## src/rtl/pipe_hazard_ctrl.sv

```systemverilog
// pipe_hazard_ctrl: central sequencer for the 5-stage pipeline.
// Drives the write-enable, flush and bubble controls for the PC, IF/ID, ID/EX, EX/MEM and
// MEM/WB registers. It resolves load-use hazards, taken-branch squashes and variable-latency
// data-memory handshakes. A timeout state freezes the pipeline when the data memory hangs.
//
// Ports:
//   Clk, Rst_n            clock (rising edge), asynchronous active-low reset
//   ID_rs/ID_rt/ID_useRt  source registers of the instruction in ID
//   EX_Mem2R/EX_rfWeSel   load flag and destination register of the instruction in EX
//   MEM_memReq, dm_ready  data-memory access in MEM and its completion
//   branch_taken          EX resolved a taken branch/jump
//   err_clr               leaves MEM_ERR and retries the access
//   dm_req                data-memory request strobe
//   *_we/*_flush          pipeline register load enables and clears
//   MEMWB_bubble          MEM/WB captures a NOP
//   mem_err               memory timeout flag
//   stall_cycles          saturating count of cycles with PC_we = 0
//   flush_count           saturating count of honoured branch flushes
//
// Optional build macro: HZD_PERF_CNT_EN builds the performance counters. Without it,
// stall_cycles and flush_count are tied to zero.

module pipe_hazard_ctrl #(
  parameter int unsigned MEM_TIMEOUT = 15,
  parameter int unsigned CNT_W       = 16
) (
  input  logic             Clk,
  input  logic             Rst_n,
  input  logic [4:0]       ID_rs,
  input  logic [4:0]       ID_rt,
  input  logic             ID_useRt,
  input  logic             EX_Mem2R,
  input  logic [4:0]       EX_rfWeSel,
  input  logic             MEM_memReq,
  input  logic             dm_ready,
  input  logic             branch_taken,
  input  logic             err_clr,
  output logic             dm_req,
  output logic             PC_we,
  output logic             IFID_we,
  output logic             IFID_flush,
  output logic             IDEX_we,
  output logic             IDEX_flush,
  output logic             EXMEM_we,
  output logic             MEMWB_we,
  output logic             MEMWB_bubble,
  output logic             mem_err,
  output logic [CNT_W-1:0] stall_cycles,
  output logic [CNT_W-1:0] flush_count
);

  typedef enum logic [1:0] {StRun, StMemWait, StMemErr} state_e;

  state_e     state_q, state_d;
  logic [7:0] wait_q, wait_d;
  logic       mem_stall;
  logic       load_use;

  always_ff @(posedge Clk or negedge Rst_n) begin
    if (!Rst_n) begin
      state_q <= StRun;
      wait_q  <= 8'd0;
    end else begin
      state_q <= state_d;
      wait_q  <= wait_d;
    end
  end

  always_comb begin
    mem_stall = MEM_memReq & ~dm_ready;
    load_use  = EX_Mem2R & (EX_rfWeSel != 5'd0) &
                ((EX_rfWeSel == ID_rs) | (ID_useRt & (EX_rfWeSel == ID_rt)));

    state_d = state_q;
    wait_d  = wait_q;

    unique case (state_q)
      StRun: begin
        if (mem_stall) begin
          state_d = StMemWait;
          wait_d  = 8'd1;
        end
      end
      StMemWait: begin
        if (!MEM_memReq || dm_ready) begin
          state_d = StRun;
          wait_d  = 8'd0;
        end else if (wait_q == 8'(MEM_TIMEOUT)) begin
          state_d = StMemErr;
        end else begin
          wait_d = wait_q + 8'd1;
        end
      end
      StMemErr: begin
        if (err_clr) begin
          state_d = StRun;
          wait_d  = 8'd0;
        end
      end
      default: begin
        state_d = StRun;
        wait_d  = 8'd0;
      end
    endcase
  end

  always_comb begin
    // Normal flow is the default; each hazard class overrides what it must.
    dm_req       = MEM_memReq;
    PC_we        = 1'b1;
    IFID_we      = 1'b1;
    IFID_flush   = 1'b0;
    IDEX_we      = 1'b1;
    IDEX_flush   = 1'b0;
    EXMEM_we     = 1'b1;
    MEMWB_we     = 1'b1;
    MEMWB_bubble = 1'b0;
    mem_err      = 1'b0;

    if (state_q == StMemErr) begin
      dm_req   = 1'b0;
      PC_we    = 1'b0;
      IFID_we  = 1'b0;
      IDEX_we  = 1'b0;
      EXMEM_we = 1'b0;
      MEMWB_we = 1'b0;
      mem_err  = 1'b1;
    end else if (mem_stall) begin
      // Freeze everything up to EX/MEM; WB drains with a bubble. Branch and load-use are
      // re-evaluated once the access completes since EX/ID contents are held.
      PC_we        = 1'b0;
      IFID_we      = 1'b0;
      IDEX_we      = 1'b0;
      EXMEM_we     = 1'b0;
      MEMWB_bubble = 1'b1;
    end else if (branch_taken) begin
      // Squashing ID also kills any load-use hazard of that instruction.
      IFID_flush = 1'b1;
      IDEX_flush = 1'b1;
    end else if (load_use) begin
      PC_we      = 1'b0;
      IFID_we    = 1'b0;
      IDEX_flush = 1'b1;
    end

    // Hold the reset values regardless of inputs while reset is asserted.
    if (!Rst_n) begin
      dm_req       = 1'b0;
      PC_we        = 1'b1;
      IFID_we      = 1'b1;
      IFID_flush   = 1'b0;
      IDEX_we      = 1'b1;
      IDEX_flush   = 1'b0;
      EXMEM_we     = 1'b1;
      MEMWB_we     = 1'b1;
      MEMWB_bubble = 1'b0;
      mem_err      = 1'b0;
    end
  end

`ifdef HZD_PERF_CNT_EN
  logic [CNT_W-1:0] stall_q, flush_q;

  always_ff @(posedge Clk or negedge Rst_n) begin
    if (!Rst_n) begin
      stall_q <= '0;
      flush_q <= '0;
    end else begin
      if (!PC_we && (stall_q != {CNT_W{1'b1}})) begin
        stall_q <= stall_q + 1'b1;
      end
      if (IFID_flush && (flush_q != {CNT_W{1'b1}})) begin
        flush_q <= flush_q + 1'b1;
      end
    end
  end

  assign stall_cycles = stall_q;
  assign flush_count  = flush_q;
`else
  assign stall_cycles = '0;
  assign flush_count  = '0;
`endif

endmodule

```

## config.mk

```make
export PLATFORM = sky130hd
export DESIGN_NAME = pipe_hazard_ctrl
export DESIGN_NICKNAME = d
export VERILOG_FILES = /design/src/rtl/pipe_hazard_ctrl.sv
export SDC_FILE = /design/constraint.sdc
export NUM_CORES = 1
export LEC_CHECK = 0
export CAP_MARGIN = 20
export CELL_PAD_IN_SITES_DETAIL_PLACEMENT = 1
export CELL_PAD_IN_SITES_GLOBAL_PLACEMENT = 1
export CORE_UTILIZATION = 28
export CTS_CLUSTER_SIZE = 14
export DETAILED_ROUTE_END_ITERATION = 12
export PLACE_DENSITY = 0.95
export SETUP_SLACK_MARGIN = 0.2
export SYNTH_ARGS = -nofsm -noshare
export SYNTH_HDL_FRONTEND = slang
export SYNTH_SLANG_ARGS = --single-unit
```

## constraint.sdc

```tcl
create_clock -name Clk -period 5.7 [get_ports Clk]
set_input_delay 1.71 -clock Clk [delete_from_list [all_inputs] [get_ports Clk]]
set_output_delay 1.71 -clock Clk [all_outputs]
set_load 0.01 [all_outputs]
```

==> reports/qor.txt, run 1 <==
run status - finished clean
f_max - 185 MHz
Synth Instances - 124
worst hold path startpoint - wait_q[3]
Core ar. - 3660 um2
final setup violation count - 0
FILL cells - 447
Detailed Route WL - 2440 um
Area Growth Syn to Fin - 25.8%
mapped cell area - 1070 um2
die area - 4090 um2
Min-Delay Path Class - reg -> reg
Compound-Gate Fraction of Synth Area - 0.149
GR Layer Usage met1 - 0.135
largest family of logic cells by synthesized area - buffers and inverters
Worst-path clk slew - 0.05 ns
Req. time, crit path - 3.99 ns
antenna cells - 0
number of antenna-violating nets in the routed design - 0
final setup margin - 0.281 ns
crit path kind - in -> out
Fin Clk Skew - 0.00383 ns
vias - 861
Nets - 180
drt wl/cell - 12.0 um
dominant cell type by area after synthesis - buf_4
Port-buffer cells - 32
most frequent CP cell - clkdlybuf4s50_1
EDFF count, synth - 0
CTS root buf - clkbuf_8
crit share post-route - 0.951
cts bufs inserted - 3
final hold vios - 0
Die Y - 63.9 um
worst reg2reg path endpoint - wait_q[6]
Overflow after GRT - 0
pre-CTS setup slack - 0.166 ns
max cap viols - 0
GP Congestion - 0.780
minimum clock period - 5.42 ns
met3 Use GR - 0.0107
router iterations before antenna repair - 4
Post-CTS Hold Buffers - 0
reg2reg setup slack - 4.06 ns
CP startpoint - EX_rfWeSel[1]
critical path cell sequence - clkdlybuf4s50_1 > or4_1 > o21ai_0 > a21oi_1 > a21boi_1 > clkdlybuf4s50_1
Main synth FF type - dfrtp_1
drc violations - 0
post-synth top area share - 0.238
initial antenna violation count - 0
HPWL after DPL - 2010 um
CP max stage cell - clkdlybuf4s50_1
1st-iter DRT viols - 9
peak supply drop - 0.0000586 V
Total GRT Usage - 0.124
critical path arrival - 3.71 ns
hold path depth - 1
async set-reset flop share out of synthesis - 1.00
H-tree depth - 1
Max clock buf depth - 2
Initial Util - 0.293
Clk Latency, worst-skew pair - 0.24 ns
YS warnings - 0
IO Count - 65
Cell Pwr Density - 226 nW/um2
CP Capture Type - primary output
RSZ-0062 raised after global routing - no
post-synthesis mux area share - 0
Vias/cell - 4.24
adder-cell share of the synthesized area - 0.0117
crit path launch type - input port
Post-Synth XOR/XNOR Area - 0.106
leakage power total - 0.612 nW
met2 usage - 0.237
post-synth cell types - 43
Hold Slack - 0.546 ns
Die Span X - 63.9 um
layout cells sized above 1 - 0.0903
vias in the first global route - 879
syn_area_per_cell - 8.66 um2
CTS tree - done
crit path to - PC_we
fin. max-slew vios - 0
Worst R2R Path Depth - 6
Seq/Total Area, Yosys - 0.233
Simple-Gate Fraction of Synth Area - 0.226
largest net degree at the start of global routing - 12
first-pass GRT wire length - 3990 um
Fin Setup TNS - 0 ns
top post-synthesis cells by area - buf_4, dfrtp_1, xor2_1
Rows - 22
register bit total from synthesis - 10
GRT Max-Usage Layer - met2
crit-path max cell delay - 0.58 ns
final core occ - 0.369
CTS Sinks - 10
FF-to-FF Start - wait_q[0]
CP max FO - 3
[per-stage QoR]
step | area, um2 | total power, mW | cells
after floorplan | 1190 | 0.188 | 155
after global placement | 1290 | 0.212 | 199
after CTS | 1350 | 0.309 | 203
after global routing | 1350 | 0.326 | 203
after detailed placement | 1290 | 0.217 | 199
final | 1350 | 0.305 | 203
[sequential cells by signal (all words and copies together), names as in the netlist]
register  flops
wait_q        8
state_q       2
[power by group]
group / switching [mW] / internal, mW
logic: 0.0600 / 0.0615
registers: 0.0154 / 0.0789
clock network: 0.0287 / 0.0608
[per-layer routing]
layer | routed length, um | up-vias
li1 | - | 419
met1 | 980 | 409
met2 | 1330 | 33
met3 | 127 | 0
met4 | 0 | 0
met5 | 0 | -
[how the worst min path moves through the flow]
stage                      to  slack (ns)
floorplan           wait_q[3]        0.49
global placement    wait_q[1]        0.52
detailed placement  wait_q[0]        0.53
CTS                 wait_q[3]        0.54
global route        wait_q[3]        0.59
finish              wait_q[3]        0.55
[worst max-delay path: cells and delay by family]
kind | cells | cell delay, ns
AO/OA/AOI/OAI | 3 | 0.42
buffers and inverters | 2 | 1.05
AND/OR/NAND/NOR | 1 | 0.53
[cell usage after synthesis (2+ instances only)]
| library cell | count |
|---|---|
| o21ai_0 | 2 |
| dfrtp_1 | 10 |
| buf_4 | 34 |
| xor2_1 | 9 |
| o21a_1 | 3 |
| buf_6 | 2 |
| xnor2_1 | 4 |
| nand3_1 | 5 |
| nor2b_1 | 2 |
| a21oi_1 | 6 |
| inv_1 | 2 |
| nand2b_1 | 2 |
| nand2_1 | 6 |
| a31oi_1 | 2 |
| nor2_1 | 4 |
| nor4_1 | 2 |
| and3_1 | 3 |
[cell type report]
| type | count | area (um2) | area share |
|---|---|---|---|
| Sequential cell | 10 | 250 | 0.185 |
| Inverter | 2 | 7.51 | 0.00556 |
| Tap cell | 48 | 60.1 | 0.0445 |
| Timing Repair Buffer | 33 | 328 | 0.243 |
| Multi-Input combinational cell | 106 | 649 | 0.481 |
| Clock buffer | 4 | 55.1 | 0.0408 |
[layout by cell type (no fill, tap or decap), drive strengths merged]
cell type | Yosys | final
clkbuf | 0 | 4
buf | 37 | 1
a21o | 1 | 1
o21a | 3 | 3
clkdlybuf4s50 | 0 | 32
a21oi | 6 | 6
inv | 2 | 2
xnor2 | 4 | 4
a22o | 1 | 1
nor2 | 4 | 4
nor4 | 3 | 3
a21boi | 1 | 1
nor2b | 2 | 2
conb | 1 | 32
o21ai | 4 | 4
nand2b | 3 | 3
xor2 | 9 | 9
a211o | 1 | 1
o22a | 1 | 1
and3 | 4 | 4
and2b | 1 | 1
or3 | 1 | 1
a311oi | 1 | 1
nand4 | 1 | 1
nand2 | 7 | 7
a31oi | 2 | 2
or4 | 1 | 1
dfrtp | 10 | 10
nor3b | 1 | 1
o22ai | 1 | 1
ha | 1 | 1
and2 | 1 | 1
nor3 | 1 | 1
nand3 | 6 | 6
o31ai | 1 | 1
or2b | 1 | 1
[kinds of logic after synthesis]
logic type	count (synthesis)
compound gates	23
xor+xnor	13
fa+ha+maj	1
buf+inv	39
flops	10
other cells	1
simple gates	37
[repair_timing]
action | CTS | global route
endpoints found under the setup margin | 2 | 0
resized for setup | 1 | 0
setup buffers | 0 | 0
No activity file was read; power rests on OpenSTA's default activity.
==> run 2, diff against run 1 <==
--- a/config.mk
+++ b/config.mk
@@ -11,6 +11,7 @@
 export CORE_UTILIZATION = 28
 export CTS_CLUSTER_SIZE = 14
 export DETAILED_ROUTE_END_ITERATION = 12
+export HOLD_SLACK_MARGIN = 0.05
 export PLACE_DENSITY = 0.95
 export SETUP_SLACK_MARGIN = 0.2
 export SYNTH_ARGS = -nofsm -noshare
==> results of run 2 <==
Same layout as run 1: the final DEF is identical, and so are final timing and power.
==> run 3, diff against run 2 <==
--- a/config.mk
+++ b/config.mk
@@ -13,7 +13,9 @@
 export DETAILED_ROUTE_END_ITERATION = 12
 export HOLD_SLACK_MARGIN = 0.05
 export PLACE_DENSITY = 0.95
+export RECOVER_POWER = 50
 export SETUP_SLACK_MARGIN = 0.2
+export SKIP_CTS_REPAIR_TIMING = 1
 export SYNTH_ARGS = -nofsm -noshare
 export SYNTH_HDL_FRONTEND = slang
 export SYNTH_SLANG_ARGS = --single-unit
==> reports/qor.txt, run 3 (synthesized netlist as in run 1, its figures left out) <==
crit path kind - in -> out (unchanged)
die area - 4090 um2 (unchanged)
initial antenna violation count - 0 (unchanged)
crit path launch type - input port (unchanged)
Hold Path End - wait_q[3] (unchanged)
vias - 860 (was 861)
drc violations - 0 (unchanged)
Min-Delay Path Class - reg -> reg (unchanged)
FF-to-FF Start - state_q[1] (was wait_q[0])
f_max - 185 MHz (about the same)
worst hold path startpoint - wait_q[3] (unchanged)
worst reg2reg path endpoint - wait_q[6] (unchanged)
fin. max-slew vios - 0 (unchanged)
worst path bufs/invs - 2 (unchanged)
first-pass GRT wire length - 4000 um (was 3990 um)
FILL cells - 450 (was 447)
most common cell after layout, fill and taps aside - conb_1
drt wl/cell - 12.0 um (about the same)
Die Y - 63.9 um (unchanged)
minimum clock period - 5.41 ns (was 5.42 ns)
Cell Pwr Density - 226 nW/um2 (about the same)
run status - finished clean (unchanged)
Detailed Route WL - 2430 um (was 2440 um)
IO Count - 65 (unchanged)
Fin Clk Skew - 0.00376 ns (was 0.00383 ns)
hold path depth - 1 (unchanged)
Nets - 180 (unchanged)
peak supply drop - 0.0000584 V (was 0.0000586 V)
vias in the first global route - 880 (was 879)
CP max stage cell - clkdlybuf4s50_1 (unchanged)
Vias/cell - 4.24 (about the same)
cts bufs inserted - 3 (unchanged)
Max clock buf depth - 2 (unchanged)
H-tree depth - 1 (unchanged)
Core ar. - 3660 um2 (unchanged)
CTS Sinks - 10 (unchanged)
max cap viols - 0 (unchanged)
Clk Latency, worst-skew pair - 0.24 ns (about the same)
critical path cell sequence - clkdlybuf4s50_1 > or4_1 > o21ai_0 > a21oi_1 > a21boi_1 > clkdlybuf4s50_1 (unchanged)
CTS tree - done (unchanged)
Initial Util - 0.293 (unchanged)
final setup violation count - 0 (unchanged)
Fin Setup TNS - 0 ns (unchanged)
Port-buffer cells - 32 (unchanged)
worst rel slew slack - 0.602
critical path arrival - 3.70 ns (was 3.71 ns)
RSZ-0062 raised after global routing - no (unchanged)
Area Growth Syn to Fin - 24.0% (was 25.8%)
max reg flops - 8 (unchanged)
final core occ - 0.364 (was 0.369)
Overflow after GRT - 0 (unchanged)
leakage power total - 0.604 nW (was 0.612 nW)
Worst Tran Pin Value - 0.596 ns
largest net degree at the start of global routing - 12 (unchanged)
1st-iter DRT viols - 8 (was 9)
CP max FO - 3 (unchanged)
router iterations before antenna repair - 3 (was 4)
final hold vios - 0 (unchanged)
Worst-path clk slew - 0.05 ns (about the same)
GP Congestion - 0.780 (unchanged)
post-route cell area - 1330 um2 (was 1350 um2)
Worst R2R Path Depth - 5 (was 6)
commonest non-fill, non-tap cells in the layout - conb_1, clkdlybuf4s50_1, dfrtp_1 (unchanged)
most flop-heavy register - wait_q (unchanged)
Total GRT Usage - 0.124 (unchanged)
Req. time, crit path - 3.99 ns (about the same)
most frequent CP cell - clkdlybuf4s50_1 (unchanged)
reg2reg setup slack - 3.82 ns (was 4.06 ns)
number of antenna-violating nets in the routed design - 0 (unchanged)
CTS root buf - clkbuf_8 (unchanged)
Rows - 22 (unchanged)
Die Span X - 63.9 um (unchanged)
antenna cells - 0 (unchanged)
crit share post-route - 0.950 (was 0.951)
Pwr Total - 0.301 mW (was 0.305 mW)
biggest regs - wait_q (8), state_q (2) (unchanged)
crit-path max cell delay - 0.57 ns (was 0.58 ns)
HPWL after DPL - 2010 um (unchanged)
Placed Area - 1290 um2 (unchanged)
layout cells sized above 1 - 0.0710 (was 0.0903)
delay-heaviest family, CP - buffers and inverters (unchanged)
CP Capture Type - primary output (unchanged)
run 3: worst max-delay path by stage:
stage	from	cells after the start	slack [ns]	end
global route	EX_rfWeSel[1]	6	0.21	IFID_we
finish	EX_rfWeSel[1]	6	0.29	PC_we
CTS	EX_rfWeSel[1]	6	0.18	PC_we
global placement	EX_rfWeSel[1]	6	0.27	PC_we
floorplan	EX_rfWeSel[1]	5	1.03	PC_we
detailed placement	EX_rfWeSel[1]	6	0.17	PC_we
run 3: power by group:
group	switching (mW)	internal, mW
registers	0.0140	0.0790
clock network	0.0287	0.0608
logic	0.0591	0.0593
total	0.102	0.199
run 3: metal layers:
| metal | track usage | vias up | share of wire |
|---|---|---|---|
| met2 | 0.237 | 31 | 0.55 |
| met3 | 0.0107 | 0 | 0.050 |
| met1 | 0.135 | 410 | 0.40 |
| met5 | 0 | - | 0 |
| li1 | - | 419 | - |
| met4 | 0.0625 | 0 | 0 |
run 3: area by class of cell:
type / count / area (um2) / share of cell area
Clock buffer: 4 / 55.1 / 0.0414
Inverter: 2 / 7.51 / 0.00564
Multi-Input combinational cell: 106 / 634 / 0.477
Sequential cell: 10 / 250 / 0.188
Tap cell: 48 / 60.1 / 0.0451
Timing Repair Buffer: 33 / 324 / 0.243
run 3: through the flow:
stage,setup WS (ns),cells,hold WS (ns)
after floorplan,1.03,155,0.486
after global routing,0.213,203,0.592
after global placement,0.272,199,0.521
after CTS,0.176,203,0.542
final,0.287,203,0.546
after detailed placement,0.166,199,0.533
